**config.mk**
```make
export PLATFORM = sky130hd
export DESIGN_NAME = zona_arbitro
export DESIGN_NICKNAME = d
export VERILOG_FILES = /design/src/rtl/zona_arbitro.sv
export SDC_FILE = /design/constraint.sdc
export NUM_CORES = 1
export LEC_CHECK = 0
export BUFFER_PORTS_ARGS = -buffer_cell sky130_fd_sc_hd__buf_2
export CORE_MARGIN = 1.5
export CORE_UTILIZATION = 50
export DETAILED_ROUTE_END_ITERATION = 8
export GPL_TIMING_DRIVEN = 0
export PLACE_DENSITY = 0.72
export SLEW_MARGIN = 20
export SYNTH_ARGS = -nofsm -noshare
export SYNTH_HDL_FRONTEND = slang
export SYNTH_SLANG_ARGS = --single-unit
```
**constraint.sdc**
```tcl
create_clock -name clk -period 2.9 [get_ports clk]
set_input_delay 0.58 -clock clk [delete_from_list [all_inputs] [get_ports clk]]
set_output_delay 0.58 -clock clk [all_outputs]
set_load 0.01 [all_outputs]
```
**src/rtl/zona_arbitro.sv**
```systemverilog
// zona_arbitro: power-budget arbiter for multi-zone lighting.
// Grants at most MAX_ACTIVE zones at once. New grants go round-robin,
// a minimum on-time prevents relay chatter, and an optional maximum
// on-time lets a long-running zone be preempted while others are waiting.
//
// Request/grant contract: req[i] is a level request. grant[i] is a
// registered relay enable. While grant[i] is high and the zone's on-timer
// is below MIN_ON_T, the grant is held no matter what req[i] does. Once
// the timer reaches MIN_ON_T, dropping req[i] releases the grant on the
// next edge.
module zona_arbitro #(
  parameter int N_ZONES     = 4,
  parameter int MAX_ACTIVE  = 2,
  parameter int CLKS_PER_MS = 1,
  parameter int MIN_ON_T    = 1000,
  parameter int MAX_ON_T    = 60000
) (
  input  logic                           clk,
  input  logic                           rst,
  input  logic [N_ZONES-1:0]             req,
  output logic [N_ZONES-1:0]             grant,
  output logic [N_ZONES-1:0]             waiting,
  output logic [$clog2(N_ZONES+1)-1:0]   active_cnt,
  output logic                           preempt_pulse
);

  localparam int CW  = $clog2(N_ZONES + 1);
  localparam int PW  = $clog2(N_ZONES);
  localparam int SAT = (MIN_ON_T > MAX_ON_T) ? MIN_ON_T : MAX_ON_T;
  localparam int TW  = $clog2(SAT + 2);
  localparam int SW  = $clog2(CLKS_PER_MS + 1);

  localparam logic [TW-1:0] MIN_V = TW'(MIN_ON_T);
  localparam logic [TW-1:0] MAX_V = TW'(MAX_ON_T);
  localparam logic [TW-1:0] SAT_V = TW'(SAT);
  localparam logic [SW-1:0] PS_LAST = SW'(CLKS_PER_MS - 1);
  localparam logic [CW-1:0] CAP = CW'(MAX_ACTIVE);

  logic [SW-1:0]      presc;
  logic               ms_tick;
  logic [TW-1:0]      on_tmr [N_ZONES];
  logic [PW-1:0]      rr_ptr;

  logic [N_ZONES-1:0] rel_mask;
  logic [N_ZONES-1:0] pre_mask;
  logic [N_ZONES-1:0] win_mask;
  logic [N_ZONES-1:0] grant_n;
  logic               pre_fire;
  logic               can_grant;
  logic [PW-1:0]      win_idx;
  logic               hi_found;
  logic [PW-1:0]      hi_idx;
  logic [PW-1:0]      lo_idx;
  logic [PW-1:0]      pre_idx;
  logic               pre_found;

  assign ms_tick = (presc == PS_LAST);
  assign waiting = req & ~grant;

  // Population count of the registered grant vector.
  always_comb begin
    active_cnt = '0;
    for (int i = 0; i < N_ZONES; i++) begin
      active_cnt = active_cnt + CW'(grant[i]);
    end
  end

  // Release, preemption and round-robin winner selection from registered state.
  always_comb begin
    rel_mask  = '0;
    pre_found = 1'b0;
    pre_idx   = '0;
    hi_found  = 1'b0;
    hi_idx    = '0;
    lo_idx    = '0;
    for (int i = N_ZONES - 1; i >= 0; i--) begin
      // Normal release: zone in RUN with request gone.
      if (grant[i] && (on_tmr[i] >= MIN_V) && !req[i]) rel_mask[i] = 1'b1;
      // Descending scan leaves the lowest-index candidate in place.
      if (grant[i] && (on_tmr[i] >= MAX_V)) begin
        pre_found = 1'b1;
        pre_idx   = PW'(i);
      end
      if (waiting[i]) begin
        lo_idx = PW'(i);
        if (PW'(i) >= rr_ptr) begin
          hi_found = 1'b1;
          hi_idx   = PW'(i);
        end
      end
    end
    win_idx   = hi_found ? hi_idx : lo_idx;
    pre_fire  = (MAX_ON_T != 0) && (active_cnt == CAP) && (|waiting) && pre_found;
    pre_mask  = pre_fire ? (N_ZONES'(1) << pre_idx) : '0;
    // Capacity is judged on registered grants only; freed slots wait one edge.
    can_grant = (active_cnt < CAP) && (|waiting);
    win_mask  = can_grant ? (N_ZONES'(1) << win_idx) : '0;
    grant_n   = (grant & ~rel_mask & ~pre_mask) | win_mask;
  end

  // Millisecond prescaler.
  always_ff @(posedge clk) begin
    if (rst || ms_tick) presc <= '0;
    else                presc <= presc + SW'(1);
  end

  // Grant vector, round-robin pointer and preemption pulse.
  always_ff @(posedge clk) begin
    if (rst) begin
      grant         <= '0;
      rr_ptr        <= '0;
      preempt_pulse <= 1'b0;
    end else begin
      grant         <= grant_n;
      preempt_pulse <= pre_fire;
      if (can_grant) begin
        rr_ptr <= (win_idx == PW'(N_ZONES - 1)) ? '0 : win_idx + PW'(1);
      end
    end
  end

  // Per-zone on-timers: cleared on grant rise, count ms ticks, saturate.
  always_ff @(posedge clk) begin
    for (int i = 0; i < N_ZONES; i++) begin
      if (rst) begin
        on_tmr[i] <= '0;
      end else if (grant_n[i] && !grant[i]) begin
        on_tmr[i] <= '0;
      end else if (grant[i] && ms_tick && (on_tmr[i] != SAT_V)) begin
        on_tmr[i] <= on_tmr[i] + TW'(1);
      end
    end
  end

endmodule

```
Word level (Yosys, flattened, before mapping)
Memories as Yosys holds them, arrays and structs flattened.
Index checks and enable logic that the tools add are counted.
- flip-flop bits (word level): 8
- output and inout port bits: 12
- memories kept: 1
- word-level logic and storage cells: 162
- input port bits: 6
- memory bits (writable): 64
- memories (memory ; words ; bits a word ; rd ports ; clocked after Yosys merged registers in ; write ports ; RTL line ; source):
    on_tmr ; 4 ; 16 ; 4 ; 0 ; 4 ; 41 ; logic [TW-1:0] on_tmr [N_ZONES];
- shift-type cells: 2
- add/sub/neg operators: 9
- bitwise logic cells: 16
- equal/unequal tests: 6
- muxes and demuxes: 74
- order comparisons: 13
- reductions and logical operators: 37
- operator list (kind ; count):
    $mux W16 ; 8
    $add A16 B1 Y16 const B ; 4
    $ge A16 B10 Y1 const B ; 4
    $ge A16 B16 Y1 const B ; 4
    $ne A16 B16 Y1 const B ; 4
    $mux W1 ; 46
    $mux W2 ; 18
    $logic_and A1 B1 Y1 ; 27
    $and A4 B4 Y4 ; 3
    $not A4 Y4 ; 3
    $logic_not A1 Y1 ; 8
    $mux W4 ; 2
    $or A1 B1 Y1 ; 8
    $shl A1 B2 Y4 const A ; 2
    $ge A1 B2 Y1 const A ; 2
    $ge A2 B2 Y1 const A ; 2
    $or A4 B4 Y4 ; 1
    $reduce_or A4 Y1 ; 1
    $add A2 B1 Y3 ; 1
    $add A3 B1 Y3 ; 1
    $eq A3 B2 Y1 const B ; 1
    $lt A3 B2 Y1 const B ; 1
    $add A1 B1 Y2 ; 1
    $add A2 B1 Y2 const B ; 1
    4 further kinds ; 4

Longest topological paths before layout
Gate-level depths: netlist of the first run.
- depth after elaboration: 19
- mapped depth: 11
- gate-level depth less buffers: 11

Worst setup path after synthesis of the first run
Ideal clock, no wire load.
- path type: reg-to-reg
- start point: reg grant[0]
- end point: mem on_tmr[2][0] in the netlist's numbering, enable pin
- data arrival time: 2.624 ns
- library setup time: 0.394 ns
- stages on the path, launching flop included: 10
- required time: 2.506 ns
- setup slack: -0.119 ns
- buffers on the path: 0
- clock period less this slack: 3.019 ns
- cell sequence: dfxtp_1 -> inv_1 -> fa_1 -> inv_1 -> ha_1 -> inv_1 -> ha_1 -> o41a_4 -> nand2_1 -> o211ai_1
- RTL lines (what ; RTL line ; source):
    start: declaration ; 21 ; output logic [N_ZONES-1:0] grant,
    start signal: assignment ; 114 ; grant <= grant_n;
    end: declaration ; 41 ;

==> summary.txt, run 1 <==
Power and ir drop
  • Clock share of power: 19.9%
  • Switching Share: a little under two fifths
  • Cell Int Power: 2.459 mW
  • Psw: 1.464 mW
  • VDD IR-drop max: 0.0004177 V
  • Register share of total power: 48.5%
  • Power density over the cells: 807.2 mW/mm^2
  • Combinational power share: 31.5%
  • Total power draw: just under 4 mW
  • Pleak: 1.739 nW

Finish
  • Fraction of layout cells with a size suffix above 1: 13.11%
  • P&R area growth vs syn: 11.29%
  • Fillers: 748
  • Finished Cell Area: 0.004861 mm^2
  • # diodes: 0
  • Fin nets: 505

Job
  • Max Cap Viol: 0

GRT
  • First-pass GRT wire length: 14680 um
  • Largest net degree at the start of global routing: 14
  • Total track usage: roughly 20%
  • Grt ovf: 0
  • Vias in the first global route: roughly 3200
  • Antenna violations before repair: 0

Clock tree
  • CTS tree: built
  • Clk slew on worst S/H paths: 80 ps
  • Number of H-tree levels: 3
  • Clock Sinks: 72
  • CTS Buffer Depth: 2
  • Root Buffer: clkbuf_8
  • Cts hold-fix bufs: 0
  • Num CTS Buffers: 9
  • Clock insertion delay at the later pin of the skew report: 350 ps

Synth
  • Synth area leader: edfxtp_1
  • Syn nets: approximately 470
  • Number of synthesized register bits: about 70
  • Asr flop ratio synth: 0%
  • Post-synthesis cell area: 0.004368 mm^2
  • Unique cell type count in the Yosys netlist: 53
  • Syn Area/Cell: between 9 and 10 um^2
  • Sequential area share after synthesis: 47.67%
  • Yosys warns: 0
  • Top-area cell type share of the netlist area: a little over two fifths
  • Synth Flop Type: edfxtp_1
  • Largest cells by area after synthesis: edfxtp_1, nor2_1, xnor2_1
  • Post-synthesis instance total: 446
  • EDFF count, synth: 64

STA
  • RSZ-0062 raised after global routing: no
  • Slew headroom: a little under two thirds
  • Final setup violating endpoints: 0
  • FMAX: roughly 380 MHz
  • Min Tclk post-route: 2612 ps
  • Pins Over Slew Limit: 0
  • Final setup TNS: 0 ps
  • Tcrit/Tclk final: 90.06%
  • Clk_skew: between 15 and 20 ps
  • Hold Fails Final Rpt: 0
  • Worst Tran Pin Value: 544.0 ps

Floorplan
  • Die H: 96.47 um
  • IO Count: 18
  • Die X: slightly below 100 um
  • Core area: 0.008341 mm^2
  • Initial Utilization: between 50% and 60%
  • FP Rows: 33
  • Total die area: 0.009306 mm^2

Placement
  • Routability Congestion: roughly 0.88
  • Area after DPL: approximately 0.0047 mm^2
  • DP Wirelength: between 6000 and 7000 um
  • Port bufs: 16

Critical path
  • Critical path origin: grant[0]
  • Worst Path Arrival: 2670 ps
  • CP Class: flip-flop to flip-flop
  • Critical Path RT: ~3000 ps
  • Worst reg2reg path startpoint: grant[0]
  • Max FO, Critical Path: 7
  • Flop2flop setup slack: 290 ps
  • CP startpoint kind: flip-flop
  • Crit. End Element: flip-flop

Route
  • DRC: 0
  • Routed wire length: approximately 8500 um
  • First DRT Iteration DRCs: 149
  • Post-route ant nets: 0
  • Avg WL per Cell: around 14 um
  • Vias post-DR: 3287
  • Via-to-Cell Ratio: 5.543
  • Pre-antenna DRT Iters: 4

Hold path
  • Hold Crit Start: rr_ptr[0]
  • Worst min path class: flip-flop to flip-flop

Status
  • Status: finished clean
-- cell type report --
cell class,count,area [um^2],area share (%)
multi-input cells,333,2123,43.68
flip-flops and latches,72,2088,42.96
repair buffers,26,155.1,3.192
well taps,105,131.4,2.703
clock buffers,10,127.6,2.625
inverters,27,101.3,2.085
plain buffers,14,72.57,1.493
clock inverters,6,61.31,1.261
-- cells by family after synthesis --
group / count (synthesis) / synth area share (%)
xor+xnor: 51 / 10.23
flops: 72 / 47.67
buf+inv: 41 / 3.953
fa+ha+maj: 16 / 4.755
other cells: 1 / 0.08585
simple gates: 215 / 24.12
compound gates: 48 / 8.737
mux: 2 / 0.4583
-- power groups by stage --
stage | logic [mW] | registers (mW) | clock network [mW]
after detailed placement | 1.21 | 1.92 | 0
after global routing | 1.39 | 1.97 | 0.836
after CTS | 1.23 | 1.90 | 0.792
after global placement | 1.12 | 1.91 | 0
final | 1.24 | 1.90 | 0.782
after floorplan | 0.885 | 1.84 | 0
-- cell usage in the layout, fill, tap and decap left out, drive strengths merged, types with 7 or more instances in the layout --
cell type and count:
edfxtp 64, dfxtp 8, a21oi 11, inv 27
nor4 8, nor3 14, o211ai 7, clkbuf 19
nand2 24, o21ai 9, nand4 12, ha 15
xor2 25, nor2 84, and3 13, nand3 31
xnor2 26, buf 31
-- flip-flops by register name, indices dropped and copies added, names as in the netlist --
name / count
on_tmr: 64
rr_ptr: 2
presc: 1
preempt_pulse: 1
grant: 4
-- routing by layer --
| metal | share of wire (%) | track usage (%) | up-vias |
|---|---|---|---|
| met2 | 48 | 33.74 | 52 |
| li1 | - | - | 1658 |
| met1 | 48 | 27.22 | 1571 |
| met5 | 0 | 0 | - |
| met3 | 3.8 | 4.617 | 6 |
| met4 | 0.79 | 5.193 | 0 |
-- worst max-delay path: stages, from the launching register on --
cell,delay [ps]
dfxtp_4,390
inv_1,70
fa_1,530
inv_1,40
ha_1,190
inv_1,60
ha_1,150
o41a_4,200
nand2_1,80
o211ai_1,230
buf_4,210
buf_4,180
-- stage by stage --
| step | hold slack [ps] | worst slack [ps] | cells | util [%] |
|---|---|---|---|---|
| after floorplan | 490.9 | 12.55 | 446 | - |
| after global placement | 501.1 | -558.9 | 567 | 55.06 |
| after detailed placement | 507.8 | -314.5 | 575 | 55.78 |
| after CTS | 519.8 | 70.48 | 592 | 58.13 |
| after global routing | 546.9 | 104.2 | 593 | 58.28 |
| final | 524.3 | 288.3 | 593 | 58.28 |
-- final timing paths --
| check | endpoint | cells past startpoint |
|---|---|---|
| hold / removal | rr_ptr[0] | 2 |
| setup reg to reg | on_tmr[0][11] | 11 |
| hold reg to reg | rr_ptr[0] | 2 |
| setup / recovery | on_tmr[0][11] | 11 |
-- cell usage after synthesis (all sizes together) (3+ instances only) --
library cell  count
nor3b             3
or2               3
or3               5
o21ai             9
nand2            24
edfxtp           64
nand3            31
or4               3
nor2b             5
nor4              8
dfxtp             8
clkbuf            9
inv              27
a21oi            11
nor2             84
ha               15
xor2             25
nand4            12
buf               5
xnor2            26
o211ai            7
and3             13
nor3             14
-- timing repair --
item / CTS / global route
setup endpoints to repair: 10 / 8
gates cloned: 0 / 0
pin swaps: 1 / 1
buffers inserted: 1 / 1
resized for setup: 0 / 1
Note: power is estimated with default switching activity, not from simulation.
==> run 2: changes to the inputs <==
--- a/config.mk
+++ b/config.mk
@@ -11,6 +11,7 @@
 export DETAILED_ROUTE_END_ITERATION = 8
 export GPL_TIMING_DRIVEN = 0
 export PLACE_DENSITY = 0.72
+export REMOVE_ABC_BUFFERS = 1
 export SLEW_MARGIN = 20
 export SYNTH_ARGS = -nofsm -noshare
 export SYNTH_HDL_FRONTEND = slang
==> summary.txt, run 2 (same netlist as run 1, synthesis figures left out) <==
Clock tree
  • Number of H-tree levels: 3
  • Clk slew on worst S/H paths: 80 ps
  • CTS Buffer Depth: 2
  • CTS tree: built
  • Num CTS Buffers: 9
  • Clock Sinks: 72
  • Clock insertion delay at the later pin of the skew report: 350 ps
  • Cts hold-fix bufs: 0
  • Root Buffer: clkbuf_8

Route
  • Vias post-DR: 3247
  • Routed wire length: 8291 um
  • Post-route ant nets: 0
  • Via-to-Cell Ratio: 5.598
  • Pre-antenna DRT Iters: 4
  • Avg WL per Cell: between 10 and 15 um
  • First DRT Iteration DRCs: 139
  • DRC: 0

Placement
  • DP Wirelength: approximately 5900 um
  • Port bufs: 17
  • Area after DPL: 0.004566 mm^2
  • Routability Congestion: 0.8268

Floorplan
  • Initial Utilization: ~52%
  • FP Rows: 33
  • Die X: 96.47 um
  • IO Count: 18
  • Die H: 96.47 um
  • Core area: 0.008341 mm^2
  • Total die area: 0.009306 mm^2

Power and ir drop
  • Cell Int Power: roughly 2.4 mW
  • Clock share of power: between 10% and 20%
  • Combinational power share: 29.9%
  • Power density over the cells: around 800 mW/mm^2
  • Register share of total power: 50.4%
  • Pleak: 1.706 nW
  • VDD IR-drop max: 0.0004865 V
  • Psw: 1.437 mW
  • Switching Share: between 30 and 40%

Critical path
  • Critical Path RT: 2320 ps
  • CP bufs+invs: 4
  • Max incr delay on CP: 490 ps
  • Crit. End Element: output pin
  • CP Class: flip-flop to output pin
  • CP delay by family, top: adder cells
  • CP startpoint kind: flip-flop
  • CP max stage cell: fa_1
  • Max FO, Critical Path: 6
  • Worst Path Arrival: about 2100 ps
  • Worst-path cell chain: inv_1 -> fa_1 -> inv_1 -> ha_1 -> inv_1 -> ha_1 -> buf_2
  • CP dominant cell by count: inv_1

Finish
  • Fraction of layout cells with a size suffix above 1: 11.16%
  • Regs by FF count: on_tmr (64), grant (4), rr_ptr (2)
  • Most common cell after layout, fill and taps aside: nor2_1
  • # diodes: 0
  • Top reg by flops: on_tmr
  • Max reg flops: 64
  • Fin nets: just under 500
  • Most frequent cells in the layout: nor2_1, edfxtp_1, nand3_1
  • P&R area growth vs syn: 9.482%
  • Finished Cell Area: between 0.004 and 0.005 mm^2

STA
  • RSZ-0062 raised after global routing: no
  • Slew headroom: 53.04%
  • FMAX: roughly 370 MHz
  • Final setup violating endpoints: 0
  • Hold Fails Final Rpt: 0
  • Clk_skew: 11.10 ps
  • Pins Over Slew Limit: 0
  • Worst Tran Pin Value: 702.3 ps
  • Tcrit/Tclk final: 92.24%
  • Min Tclk post-route: about 2700 ps
  • Final setup TNS: 0 ps

GRT
  • Antenna violations before repair: 0
  • Vias in the first global route: about 3200
  • First-pass GRT wire length: 14280 um
  • Grt ovf: 0
  • Total track usage: 20.01%
  • Largest net degree at the start of global routing: 18

Job
  • Max Cap Viol: 0

Hold path
  • Worst min path class: flip-flop to flip-flop

Status
  • Status: finished clean
-- run 2: final timing paths --
path         slack (ps)  cells past startpoint             to       from
max                 230                      7  active_cnt[1]   grant[3]
min reg2reg         530                      2      rr_ptr[0]  rr_ptr[0]
max reg2reg         260                      9   on_tmr[2][3]   grant[1]
min                 530                      2      rr_ptr[0]  rr_ptr[0]
-- run 2: timing repair --
item                       CTS  global route
setup endpoints to repair   32            19
gates resized for setup      0             2
buffers inserted             2             2
pin swaps                    2             1
-- run 2: metal layers --
metal  vias up  global-route usage (%)  part of all wire, %
met5         -                       0                    0
met4         0                   6.643                  1.4
met3        12                   5.321                  3.4
met2        41                   31.70                   46
met1      1557                   26.66                   49
li1       1637                       -                    -
-- run 2: power by group through the flow --
stage               sequential (mW)  combinational, mW  clock, mW
finish                         1.95               1.16      0.762
global route                   2.01               1.31      0.810
CTS                            1.94               1.14      0.778
detailed placement             1.96               1.12          0
global placement               1.95               1.04          0
floorplan                      1.87              0.817          0
-- run 2: layout make-up --
| cell class | instances | area (um^2) |
|---|---|---|
| fillers | 738 | 3558 |
| repair buffers | 27 | 167.7 |
| well taps | 105 | 131.4 |
| clock inverters | 5 | 48.80 |
| multi-input cells | 333 | 2118 |
| inverters | 27 | 101.3 |
| clock buffers | 11 | 131.4 |
| flip-flops and latches | 72 | 2083 |
-- run 2: worst register-to-register path, delay by kind of cell, from the launching register on --
| family | cells | cell delay (ps) |
|---|---|---|
| buffers and inverters | 3 | 500 |
| adders and majority gates | 1 | 220 |
| and+or+nand+nor | 4 | 1240 |
| AOI/OAI and AO/OA | 1 | 90 |
| DFF | 1 | 360 |
-- run 2: metrics by stage --
stage | utilization, % | setup slack (ps) | power, mW | hold slack (ps) | std cells
2_1_floorplan | - | -160.4 | 2.685 | 485.8 | 432
3_3_place_gp | 54.11 | -739.0 | 2.996 | 503.9 | 554
3_5_place_dp | 54.74 | -481.4 | 3.074 | 515.2 | 560
4_1_cts | 57.08 | 50.09 | 3.858 | 525.2 | 578
5_1_grt | 57.34 | 19.04 | 4.128 | 544.8 | 580
6_report | 57.34 | 225.2 | 3.867 | 531.4 | 580
==> run 3: changes to the inputs <==
--- a/config.mk
+++ b/config.mk
@@ -10,7 +10,7 @@
 export CORE_UTILIZATION = 50
 export DETAILED_ROUTE_END_ITERATION = 8
 export GPL_TIMING_DRIVEN = 0
-export PLACE_DENSITY = 0.72
+export PLACE_DENSITY = 0.7
 export REMOVE_ABC_BUFFERS = 1
 export SLEW_MARGIN = 20
 export SYNTH_ARGS = -nofsm -noshare
==> constraint.sdc (replaced) <==
create_clock -name clk -period 3.1 [get_ports clk]
set_input_delay 0.62 -clock clk [delete_from_list [all_inputs] [get_ports clk]]
set_output_delay 0.62 -clock clk [all_outputs]
set_load 0.01 [all_outputs]
==> summary.txt, run 3 (same netlist as run 1, synthesis figures left out) <==
Status
  • Status: finished clean

Hold path
  • Hold Crit Start: rr_ptr[0]
  • Worst min path class: flip-flop to flip-flop
  • Hold Crit Endpoint: rr_ptr[0]
  • Hold Path Stages: 2

Floorplan
  • Core area: between 0.008 and 0.009 mm^2
  • Die H: 96.47 um
  • Total die area: between 0.009 and 0.01 mm^2
  • Die X: 96.47 um
  • IO Count: 18
  • FP Rows: 33
  • Initial Utilization: between 50 and 60%

STA
  • Clk_skew: 10.46 ps
  • Slew headroom: 49.92%
  • Hold Slack: between 500 and 600 ps
  • RSZ-0062 raised after global routing: no
  • Worst Tran Pin Value: around 750 ps
  • Tcrit/Tclk final: a little over 90%
  • Final setup violating endpoints: 0
  • Pins Over Slew Limit: 0
  • FMAX: 350.9 MHz
  • Min Tclk post-route: between 2000 and 3000 ps
  • Final setup TNS: 0 ps
  • Hold Fails Final Rpt: 0

Critical path
  • CP Class: flip-flop to flip-flop
  • Flop2flop setup slack: 250 ps
  • CP delay by family, top: adder cells
  • Max FO, Critical Path: 7
  • CP startpoint kind: flip-flop
  • Max incr delay on CP: about 510 ps
  • CP max stage cell: dfxtp_1
  • CP dominant cell by count: inv_1
  • CP bufs+invs: 3
  • Worst reg2reg path startpoint: grant[0]
  • Worst Path Arrival: 3080 ps
  • Worst r2r dst: grant[2]
  • Crit. End Element: flip-flop
  • R2r worst-path depth: 11
  • Worst-path cell chain: inv_1 -> fa_1 -> inv_1 -> ha_1 -> inv_1 -> ha_1 -> nor3b_1 -> o41ai_4 -> o21bai_1 -> nor3b_1 -> a221oi_1
  • Critical Path RT: 3330 ps

Placement
  • Port bufs: 17
  • Routability Congestion: 0.8436
  • DP Cell Count: around 560
  • DP Wirelength: slightly below 6000 um

Clock tree
  • Post-CTS setup buffers: 0
  • CTS Buffer Depth: 2
  • Num CTS Buffers: 9
  • Clock insertion delay at the later pin of the skew report: between 300 and 400 ps
  • Clk slew on worst S/H paths: 70 ps
  • Clock Sinks: 72
  • Root Buffer: clkbuf_8
  • # resized after CTS: 0
  • Cts hold-fix bufs: 0
  • Number of H-tree levels: 3
  • CTS tree: built

Power and ir drop
  • Power density over the cells: 774.3 mW/mm^2
  • Pleak: 1.712 nW
  • Total power draw: ~3.7 mW
  • VDD IR-drop max: between 0.0004 and 0.0005 V

Route
  • Via-to-Cell Ratio: 5.593
  • Metal2 WL: between 3000 and 4000 um
  • DR top layer: met4
  • Vias post-DR: 3233
  • Pre-antenna DRT Iters: 4
  • Met1 WL: approximately 4100 um
  • Post-route ant nets: 0
  • Routed wire length: 8314 um
  • First DRT Iteration DRCs: 125
  • DRC: 0
  • Met3 wire length: 216 um
  • Avg WL per Cell: between 10 and 15 um

Finish
  • Final core occ: 57.61%
  • Fraction of layout cells with a size suffix above 1: 10.57%
  • # diodes: 0
  • Regs by FF count: on_tmr (64), grant (4), rr_ptr (2)
  • Most frequent cells in the layout: nor2_1, edfxtp_1, nand3_1
  • Max reg flops: 64
  • Top reg by flops: on_tmr
  • Most common cell after layout, fill and taps aside: nor2_1
  • Final non-filler cell total: about 580
  • Fin nets: 490
  • P&R area growth vs syn: 9.997%

GRT
  • Total track usage: 20.12%
  • Grt ovf: 0
  • Vias in the first global route: 3109
  • First-pass GRT wire length: 14350 um
  • Largest net degree at the start of global routing: 18
  • Antenna violations before repair: 0

Job
  • Max Cap Viol: 0
==> run 3: how the worst max path moves through the flow <==
stage	start	depth (start not counted)	end
2_1_floorplan	req[0]	8	on_tmr[1][0]
3_3_place_gp	req[1]	7	on_tmr[1][12]
3_5_place_dp	req[1]	9	on_tmr[3][9]
4_1_cts	grant[0]	11	grant[2]
5_1_grt	grant[0]	11	grant[1]
6_report	grant[0]	11	grant[2]
==> run 3: layout make-up <==
type	instances	area, um^2
Sequential cell	72	2082
Clock inverter	3	65.06
Fill cell	730	3536
Tap cell	105	131.4
Multi-Input combinational cell	333	2113
Clock buffer	13	158.9
Timing Repair Buffer	25	152.6
Inverter	27	101.3
==> run 3: metal layers <==
layer | global-route usage [%] | vias up
li1 | - | 1634
met1 | 27.53 | 1545
met2 | 31.29 | 44
met3 | 3.678 | 10
met4 | 8.696 | 0
met5 | 0 | -
==> run 3: tightest hold or removal path, cell delays in order (launching register included) <==
cell	delay, ps
dfxtp_1	320
nor2_1	100
a211oi_1	50
==> run 3: report_power, final <==
group	internal [mW]	switching, mW	total (mW)
sequential	1.42	0.396	1.82
combinational	0.464	0.594	1.06
clock	0.497	0.345	0.842
total	2.38	1.34	3.72
==> run 3: through the flow <==
stage	area, um^2	setup WS (ps)
6_report	4805	250.4
3_3_place_gp	4513	-573.4
3_5_place_dp	4581	147.4
2_1_floorplan	4297	-0.3997
5_1_grt	4805	58.86
4_1_cts	4805	235.7
